===== src/rtl/md5_cracker_host.sv =====
// rtl/md5_cracker_host.sv - word-command initiator that programs, starts and reads back the MD5 cracker core
// Optional candidate-count readback is enabled by defining MD5_HOST_COUNT_READ_EN.
module md5_cracker_host #(
  parameter int STROBE_CYCLES = 2,
  parameter int GAP_CYCLES    = 4
) (
  input  logic         clk,
  input  logic         reset,
  input  logic         start,
  input  logic         abort,
  input  logic [127:0] digest,
  input  logic [7:0]   minChar,
  input  logic [7:0]   maxChar,
  output logic [31:0]  cmdWord,
  output logic         cmdStrobe,
  input  logic [31:0]  respWord,
  input  logic         matched,
  output logic         busy,
  output logic         done,
  output logic         found,
  output logic [95:0]  text
`ifdef MD5_HOST_COUNT_READ_EN
  ,
  output logic [63:0]  count
`endif
);

  localparam logic [7:0] STROBE_LAST = 8'(STROBE_CYCLES - 1);
  localparam logic [7:0] GAP_LAST    = 8'(GAP_CYCLES - 1);
  localparam logic [3:0] PROG_LAST   = 4'd11;
`ifdef MD5_HOST_COUNT_READ_EN
  localparam logic [3:0] READ_LAST   = 4'd4;
`else
  localparam logic [3:0] READ_LAST   = 4'd2;
`endif

  typedef enum logic [2:0] {
    IDLE,
    STROBE,
    GAP,
    WAIT_MATCH,
    DONE
  } state_t;

  typedef enum logic [1:0] {
    PH_PROG,
    PH_READ,
    PH_ABORT
  } phase_t;

  state_t       state_q, state_d;
  phase_t       phase_q, phase_d;
  logic [7:0]   cnt_q, cnt_d;
  logic [3:0]   widx_q, widx_d;
  logic [3:0]   last_idx;
  logic         accept;
  logic         capture;
  logic         set_found;

  logic [127:0] digest_q;
  logic [7:0]   min_q;
  logic [7:0]   max_q;
  logic [31:0]  prog_word;
  logic [31:0]  read_word;
  logic [31:0]  cur_word;

  // Programming list: each register address is followed by its data word.
  always_comb begin
    prog_word = 32'h0;
    case (widx_q)
      4'd0:    prog_word = 32'h5230_0000;
      4'd1:    prog_word = 32'h5230_1000;
      4'd2:    prog_word = digest_q[127:96];
      4'd3:    prog_word = 32'h5230_1001;
      4'd4:    prog_word = digest_q[95:64];
      4'd5:    prog_word = 32'h5230_1002;
      4'd6:    prog_word = digest_q[63:32];
      4'd7:    prog_word = 32'h5230_1003;
      4'd8:    prog_word = digest_q[31:0];
      4'd9:    prog_word = 32'h5230_2000;
      4'd10:   prog_word = {16'h0, max_q, min_q};
      4'd11:   prog_word = 32'h5230_0001;
      default: prog_word = 32'h0;
    endcase
  end

  always_comb begin
    read_word = 32'h0;
    case (widx_q)
      4'd0:    read_word = 32'h4400_0001;
      4'd1:    read_word = 32'h4400_0002;
      4'd2:    read_word = 32'h4400_0003;
      4'd3:    read_word = 32'h5230_3000;
      4'd4:    read_word = 32'h5230_3001;
      default: read_word = 32'h0;
    endcase
  end

  always_comb begin
    cur_word = prog_word;
    last_idx = PROG_LAST;
    case (phase_q)
      PH_READ: begin
        cur_word = read_word;
        last_idx = READ_LAST;
      end
      PH_ABORT: begin
        cur_word = 32'h5230_0000;
        last_idx = 4'd0;
      end
      default: begin
        cur_word = prog_word;
        last_idx = PROG_LAST;
      end
    endcase
  end

  always_ff @(posedge clk) begin
    if (reset) begin
      state_q <= IDLE;
      phase_q <= PH_PROG;
      cnt_q   <= 8'h0;
      widx_q  <= 4'h0;
    end else begin
      state_q <= state_d;
      phase_q <= phase_d;
      cnt_q   <= cnt_d;
      widx_q  <= widx_d;
    end
  end

  always_comb begin
    state_d   = state_q;
    phase_d   = phase_q;
    cnt_d     = cnt_q;
    widx_d    = widx_q;
    accept    = 1'b0;
    capture   = 1'b0;
    set_found = 1'b0;
    case (state_q)
      IDLE: begin
        if (start) begin
          accept  = 1'b1;
          state_d = STROBE;
          phase_d = PH_PROG;
          widx_d  = 4'h0;
          cnt_d   = 8'h0;
        end
      end
      STROBE: begin
        if (cnt_q == STROBE_LAST) begin
          state_d = GAP;
          cnt_d   = 8'h0;
        end else begin
          cnt_d = cnt_q + 8'd1;
        end
      end
      GAP: begin
        if (cnt_q == GAP_LAST) begin
          cnt_d   = 8'h0;
          capture = (phase_q == PH_READ);
          if (widx_q == last_idx) begin
            if (phase_q == PH_PROG) begin
              state_d = WAIT_MATCH;
            end else begin
              state_d   = DONE;
              set_found = (phase_q == PH_READ);
            end
          end else begin
            widx_d  = widx_q + 4'd1;
            state_d = STROBE;
          end
        end else begin
          cnt_d = cnt_q + 8'd1;
        end
      end
      WAIT_MATCH: begin
        // A match outranks a simultaneous abort.
        if (matched) begin
          phase_d = PH_READ;
          widx_d  = 4'h0;
          cnt_d   = 8'h0;
          state_d = STROBE;
        end else if (abort) begin
          phase_d = PH_ABORT;
          widx_d  = 4'h0;
          cnt_d   = 8'h0;
          state_d = STROBE;
        end
      end
      DONE: begin
        state_d = IDLE;
      end
      default: begin
        state_d = IDLE;
      end
    endcase
  end

  assign cmdStrobe = (state_q == STROBE);
  assign cmdWord   = (state_q == STROBE || state_q == GAP) ? cur_word : 32'h0;
  assign busy      = (state_q != IDLE);
  assign done      = (state_q == DONE);

  always_ff @(posedge clk) begin
    if (reset) begin
      digest_q <= 128'h0;
      min_q    <= 8'h0;
      max_q    <= 8'h0;
      text     <= 96'h0;
      found    <= 1'b0;
`ifdef MD5_HOST_COUNT_READ_EN
      count    <= 64'h0;
`endif
    end else begin
      if (accept) begin
        digest_q <= digest;
        min_q    <= minChar;
        max_q    <= maxChar;
        text     <= 96'h0;
        found    <= 1'b0;
`ifdef MD5_HOST_COUNT_READ_EN
        count    <= 64'h0;
`endif
      end
      if (capture) begin
        case (widx_q)
          4'd0:    text[31:0]   <= respWord;
          4'd1:    text[63:32]  <= respWord;
          4'd2:    text[95:64]  <= respWord;
`ifdef MD5_HOST_COUNT_READ_EN
          4'd3:    count[31:0]  <= respWord;
          4'd4:    count[63:32] <= respWord;
`endif
          default: ;
        endcase
      end
      if (set_found) begin
        found <= 1'b1;
      end
    end
  end

endmodule


===== config.mk =====
export PLATFORM = sky130hd
export DESIGN_NAME = md5_cracker_host
export DESIGN_NICKNAME = d
export VERILOG_FILES = /design/src/rtl/md5_cracker_host.sv
export SDC_FILE = /design/constraint.sdc
export NUM_CORES = 1
export LEC_CHECK = 0
export CORE_MARGIN = 3
export CORE_UTILIZATION = 40
export DETAILED_ROUTE_END_ITERATION = 8
export PLACE_DENSITY = 0.69
export REMOVE_ABC_BUFFERS = 1
export SLEW_MARGIN = 20
export SYNTH_ARGS = -nofsm -noshare
export SYNTH_HDL_FRONTEND = slang
export SYNTH_SLANG_ARGS = --single-unit

===== constraint.sdc =====
create_clock -name clk -period 3.2 [get_ports clk]
set_input_delay 0.96 -clock clk [delete_from_list [all_inputs] [get_ports clk]]
set_output_delay 0.96 -clock clk [all_outputs]
set_load 0.01 [all_outputs]

Yosys cells after proc, flatten, opt, wreduce, memory -nomap -nowiden --
Cells that the tools add are included.
Cells by class: add/sub/neg operators 2, multipliers 0, divide/modulo/power cells 0, $lt $le $gt $ge 0, equality and inequality tests 25, shift operators 0, mux-type cells 44, bitwise operators 0, reductions and logical operators 13
Operators by type and width (count):
- 32-bit one-hot mux with 12 select lines | 1
- 96-bit 2-to-1 mux | 2
- 31-bit one-hot mux with 5 select lines | 1
- 32-bit 2-to-1 mux | 4
- 32-bit one-hot mux with 2 select lines | 1
- 8-bit 2-to-1 mux | 5
- 8-bit one-hot mux with 4 select lines | 1
- 3-bit 2-to-1 mux | 7
- 4-bit 2-to-1 mux | 5
- 4-bit by 3-bit equality test with 1-bit output (second input constant) | 4
- 4-bit equality test (second input constant) | 4
- 3-bit one-hot mux with 4 select lines | 1
- 4-bit one-hot mux with 3 select lines | 1
- 1-bit 2-to-1 mux | 10
- 8-bit by 1-bit adder with 8-bit output (second input constant) | 1
- 4-bit by 2-bit equality test with 1-bit output (second input constant) | 2
- 8-bit by 1-bit equality test with 1-bit output (second input constant) | 1
- 8-bit by 2-bit equality test with 1-bit output (second input constant) | 1
- 4-bit one-hot mux with 2 select lines | 1
- 3-bit by 2-bit equality test with 1-bit output (second input constant) | 2
- 2-bit 2-to-1 mux | 3
- 2-bit != test (second input constant) | 3
- 3-bit AND reduction | 2
- 3-bit nonzero test | 2
- 18 further kinds | 19
Word-level totals: bits in registers 258, latch bits 0, RAM bits 0, bits in read-only memories 0, output and inout port bits 132, word-level logic and storage cells 93, memories kept 0

Depth between registers and ports, before layout --
depth in word-level cells 7, gate-level depth with buffers 8, depth with buffers taken out 6

Worst setup path before layout --
Ideal clock, no wire load.
path type register -> output, from register widx_q[0], to output port cmdWord[16], arrival time 1822 ps, data required time 2240 ps, setup slack 418 ps, stages on the path, launching flop included 9, buffers on the path 3, cells stage by stage dfxtp_1 inv_1 ha_1 clkbuf_1 and3b_1 buf_2 clkbuf_1 a22oi_1 a21oi_1
Between the ends: word-level cells in the longest chain between the ends 4, elaborated cells on any way between the ends 15, classes of those cells 11 x eq/ne; 3 x mux; 1 x reduce/logical
Ends and longest elaborated chain:
- start: declaration | line 54 | logic [3:0] widx_q, widx_d;
- start signal: assignment | line 128 | widx_q <= widx_d;
- 4-bit equality test, or another cell as far along | line 70 | case (widx_q)
- 32-bit one-hot mux with 12 select lines * | line 70
- 32-bit one-hot mux with 2 select lines * | line 102 | case (phase_q)
- 32-bit 2-to-1 mux * | line 201 | assign cmdWord = (state_q == STROBE || state_q == GAP) ? cur_word : 32'h0;
- end: declaration | line 14 | output logic [31:0] cmdWord,
Every way passes the cells marked *; elsewhere a longest branch is shown, timed or not.

Final worst setup path --
from register widx_q[0], to output port cmdWord[30]
Between the ends: word-level cells in the longest chain between the ends 4, elaborated cells on any way between the ends 16, classes of those cells 11 x eq/ne; 4 x mux; 1 x reduce/logical
Ends and longest elaborated chain (line):
- 4-bit equality test, or another cell as far along | 70
- 32-bit one-hot mux with 12 select lines or 31-bit one-hot mux with 5 select lines (tied branches) | 70, 89
- 32-bit one-hot mux with 2 select lines * | 102
- 32-bit 2-to-1 mux * | 201
Marked as above.

==> impl_metrics.py <==
metrics = {
    "worst_setup_path": {
        "crit_path_max_fanout": 7,
        "crit_path_end_kind": "output port",
        "cp.required_ns": 2.24,
        "critPathSlowestCell": "dfxtp_2",
        "cp-start-kind": "flip-flop",
        "path_cells": "inv_4, buf_6, ha_4, nor3b_4, buf_6, a22o_1, a221oi_2, a221oi_2, buf_2",
        "crit_family": "buffers and inverters",
        "cp_num_buf_inv": 4,
        "cp.arrival_ns": 2.34,
        "crit_type": "reg -> out",
        "slowest_delay_ns": 0.34,
    },
    "route": {
        "wire_per_inst_um": 18.4,
        "via_per_inst": 5.54,
        "vias": 11572,
        "antenna_left": 0,
        "routed-wl-met3_um": 3760,
        "dr.pass1.iters": 5,
        "drt-met1-wl_um": 15900,
        "top_layer": "met5",
        "wl_met2_um": 18000,
        "drt-initial-drc-count": 1125,
        "drt_wl_total_um": 38500,
        "drcViolationCount": 0,
    },
    "place": {
        "numPortBuffers": 312,
        "dpl.cell_count": 2021,
        "post_dp_cell_area_sq_um": 14900,
        "hpwl_um": 25500,
        "gp_congestion": 0.861,
        "place_ws_ns": -0.192,
    },
    "yosys": {
        "synth-seq-cells": 258,
        "muxShareOfSynthArea_pct": 0.451,
        "synth_top_family_by_area": "compound AO/OA/AOI/OAI gates",
        "yosys.area.top_type": "dfxtp_1",
        "synth_top_area_share_pct": 46.6,
        "netlist_area_sq_um": 11100,
        "synth-compound-area-share_pct": 25.2,
        "ys_warn_count": 0,
        "synthXorXnorAreaFrac_pct": 0.0790,
        "synth_cell_types": 58,
        "ys_seq_area_share_pct": 46.6,
        "syn_avg_cell_area_sq_um": 7.93,
        "synth_edf_count": 0,
        "synthCells": 1398,
        "synthAdderAreaFrac_pct": 1.13,
        "synth-simple-area-share_pct": 21.1,
        "ys_async_sr_fraction_pct": 0,
        "ys.flop_type": "dfxtp_1",
        "synthTopCellsByArea": "dfxtp_1, a21oi_1, nand2_1",
    },
    "pwr": {
        "p_int_mw": 6.33,
        "sw_frac_of_total_pct": 33.1,
        "netSwitchingPower_mw": 3.14,
        "clock_power_share_pct": 32.5,
        "power.total_mw": 9.47,
        "p_per_area_nw_per_um2": 585,
        "peakVddDrop_v": 0.000463,
        "p_comb_share_pct": 27.7,
        "p_leak_nw": 5.55,
        "seqPwrFrac_pct": 39.8,
    },
    "global_routing": {
        "grtUsageTotal_pct": 23.9,
        "grt_pass1_wl_um": 57800,
        "grt_start_max_net_pins": 131,
        "grt_pass1_vias": 10768,
        "antenna_found_initial": 2,
        "grt_overflow": 0,
    },
    "cells_and_area": {
        "final_nets": 1887,
        "drive_above_1_share_pct": 14.5,
        "final_area_sq_um": 16200,
        "area_delta_synth_final_pct": 46.0,
        "layoutNonFillerInstCount": 2090,
        "mostFrequentLayoutCells": "nand2_1, clkdlybuf4s50_1, a21oi_1, dfxtp_1, nand4_1",
        "final_common_cell": "nand2_1",
    },
    "floorplanning": {
        "initial_core_util_pct": 40.9,
        "coreArea_sq_um": 27100,
        "ios": 313,
        "die_h_um": 172,
        "die-area_sq_um": 29700,
        "placementRows": 60,
        "die_w_um": 172,
    },
    "cts": {
        "root_buffer": "clkbuf_16",
        "cts_hold_buf": 0,
        "cts_buffer_depth": 3,
        "cts_made_buffers": 28,
        "clock_latency_ns": 0.54,
        "clock_sink_count": 258,
        "cts.clk_slew.worst_paths_ns": 0.06,
        "cts_tree": "done",
        "htreeDepth": 1,
    },
    "timing": {
        "layout_min_cycle_time_ns": 3.30,
        "timing.final.crit_share_pct": 103,
        "maxSlewHeadroom_pct": 50.1,
        "finalSetupViolations": 21,
        "hold_ws_ns": 0.453,
        "fin_ws_ns": -0.0950,
        "tightest_slew_ns": 0.749,
        "finalMaxSlewViolations": 0,
        "fmax_mhz": 303,
        "finClkSkew_ns": 0.0132,
        "rsz0062_at_grt": "true",
        "hold_viol": 0,
    },
    "hold_path": {
        "hp-class": "reg -> reg",
    },
    "flow_run": {
        "drv_cap": 0,
    },
    "status": {
        "violations": "setup timing",
        "outcome": "complete, but fails checks",
    },
}
[logic make-up (layout without fill, tap and decap cells)]
kind of cell    Yosys count  after routing
compound gates          458            458
mux                       5              5
xor+xnor                  1              1
flops                   258            258
fa+ha+maj                10             10
buf+inv                 151            470
simple gates            515            515
other cells               0              1
[Yosys cell counts, types with 4 or more instances]
cell and instances:
nand4_1 69, nor2_1 18, nor3_1 7, a222oi_1 12, dfxtp_1 258, o31ai_1 4, a22oi_1 42, nor2b_1 4
nand2b_1 5, clkbuf_1 107, nand2_1 342, a21oi_1 276, o22ai_1 5, ha_1 10, a31oi_1 8, a211oi_1 5
mux2i_1 5, o21ai_0 7, nor3b_1 5, a221oi_1 5, nand3_1 37, or4_1 4, and2_1 4, o211ai_1 67
buf_2 29, inv_1 11
[routing by layer]
layer  up-vias  global-route usage (%)
li1       5596                       -
met5         -                       0
met1      5405                    31.1
met3        57                    5.92
met4         2                    6.18
met2       512                    39.8
[registers in the layout, summed over array words and instances, names as in the netlist]
name and count:
min_q 8, widx_q 4, state_q 3, cnt_q 8, found 1, digest_q 128, max_q 8, text 96
phase_q 2
[what timing repair did]
item | CTS | global route
setup buffers | 10 | 10
endpoints found under the hold margin | 0 | 0
gates resized for setup | 184 | 41
pin swaps | 25 | 26
setup endpoints to repair | 32 | 32
cloned | 1 | 0
[power by group through the flow]
stage | Combinational [mW] | Clock, mW | Sequential, mW
final | 2.62 | 3.08 | 3.77
after global routing | 2.85 | 3.27 | 3.80
after CTS | 2.55 | 3.14 | 3.75
after detailed placement | 2.49 | 0 | 3.81
after global placement | 2.47 | 0 | 3.81
after floorplan | 1.26 | 0 | 3.77
[final timing paths]
path / from / to / slack, ns / depth (start not counted)
max: widx_q[0] / cmdWord[30] / -0.1 / 9
min: found / found / 0.45 / 2
max reg2reg: phase_q[1] / text[35] / 0.51 / 9
min reg2reg: found / found / 0.45 / 2
[worst min-delay path: cells and delay by family, from the launching register on]
| family | cells | cell delay [ns] |
|---|---|---|
| AND/OR/NAND/NOR | 1 | 0.05 |
| AO/OA/AOI/OAI | 1 | 0.05 |
| flip-flops | 1 | 0.31 |
[layout make-up]
cell class	count	area (sq um)
clock inverter	9	57.6
sequential	258	5180
antenna	1	2.50
inverter	12	50.0
tap	372	465
timing repair buffer	407	3950
multi-input combinational	989	5670
fill	2484	10900
clock buffer	42	815
[per-stage QoR]
step                setup TNS [ns]  utilization [%]
global placement            -0.877             55.0
global route                 -2.85             59.7
CTS                          -1.09             59.0
detailed placement          -0.919             55.0
finish                      -0.872             59.7
floorplan                  -669.03                -
Power figures use the tool's default switching activity.
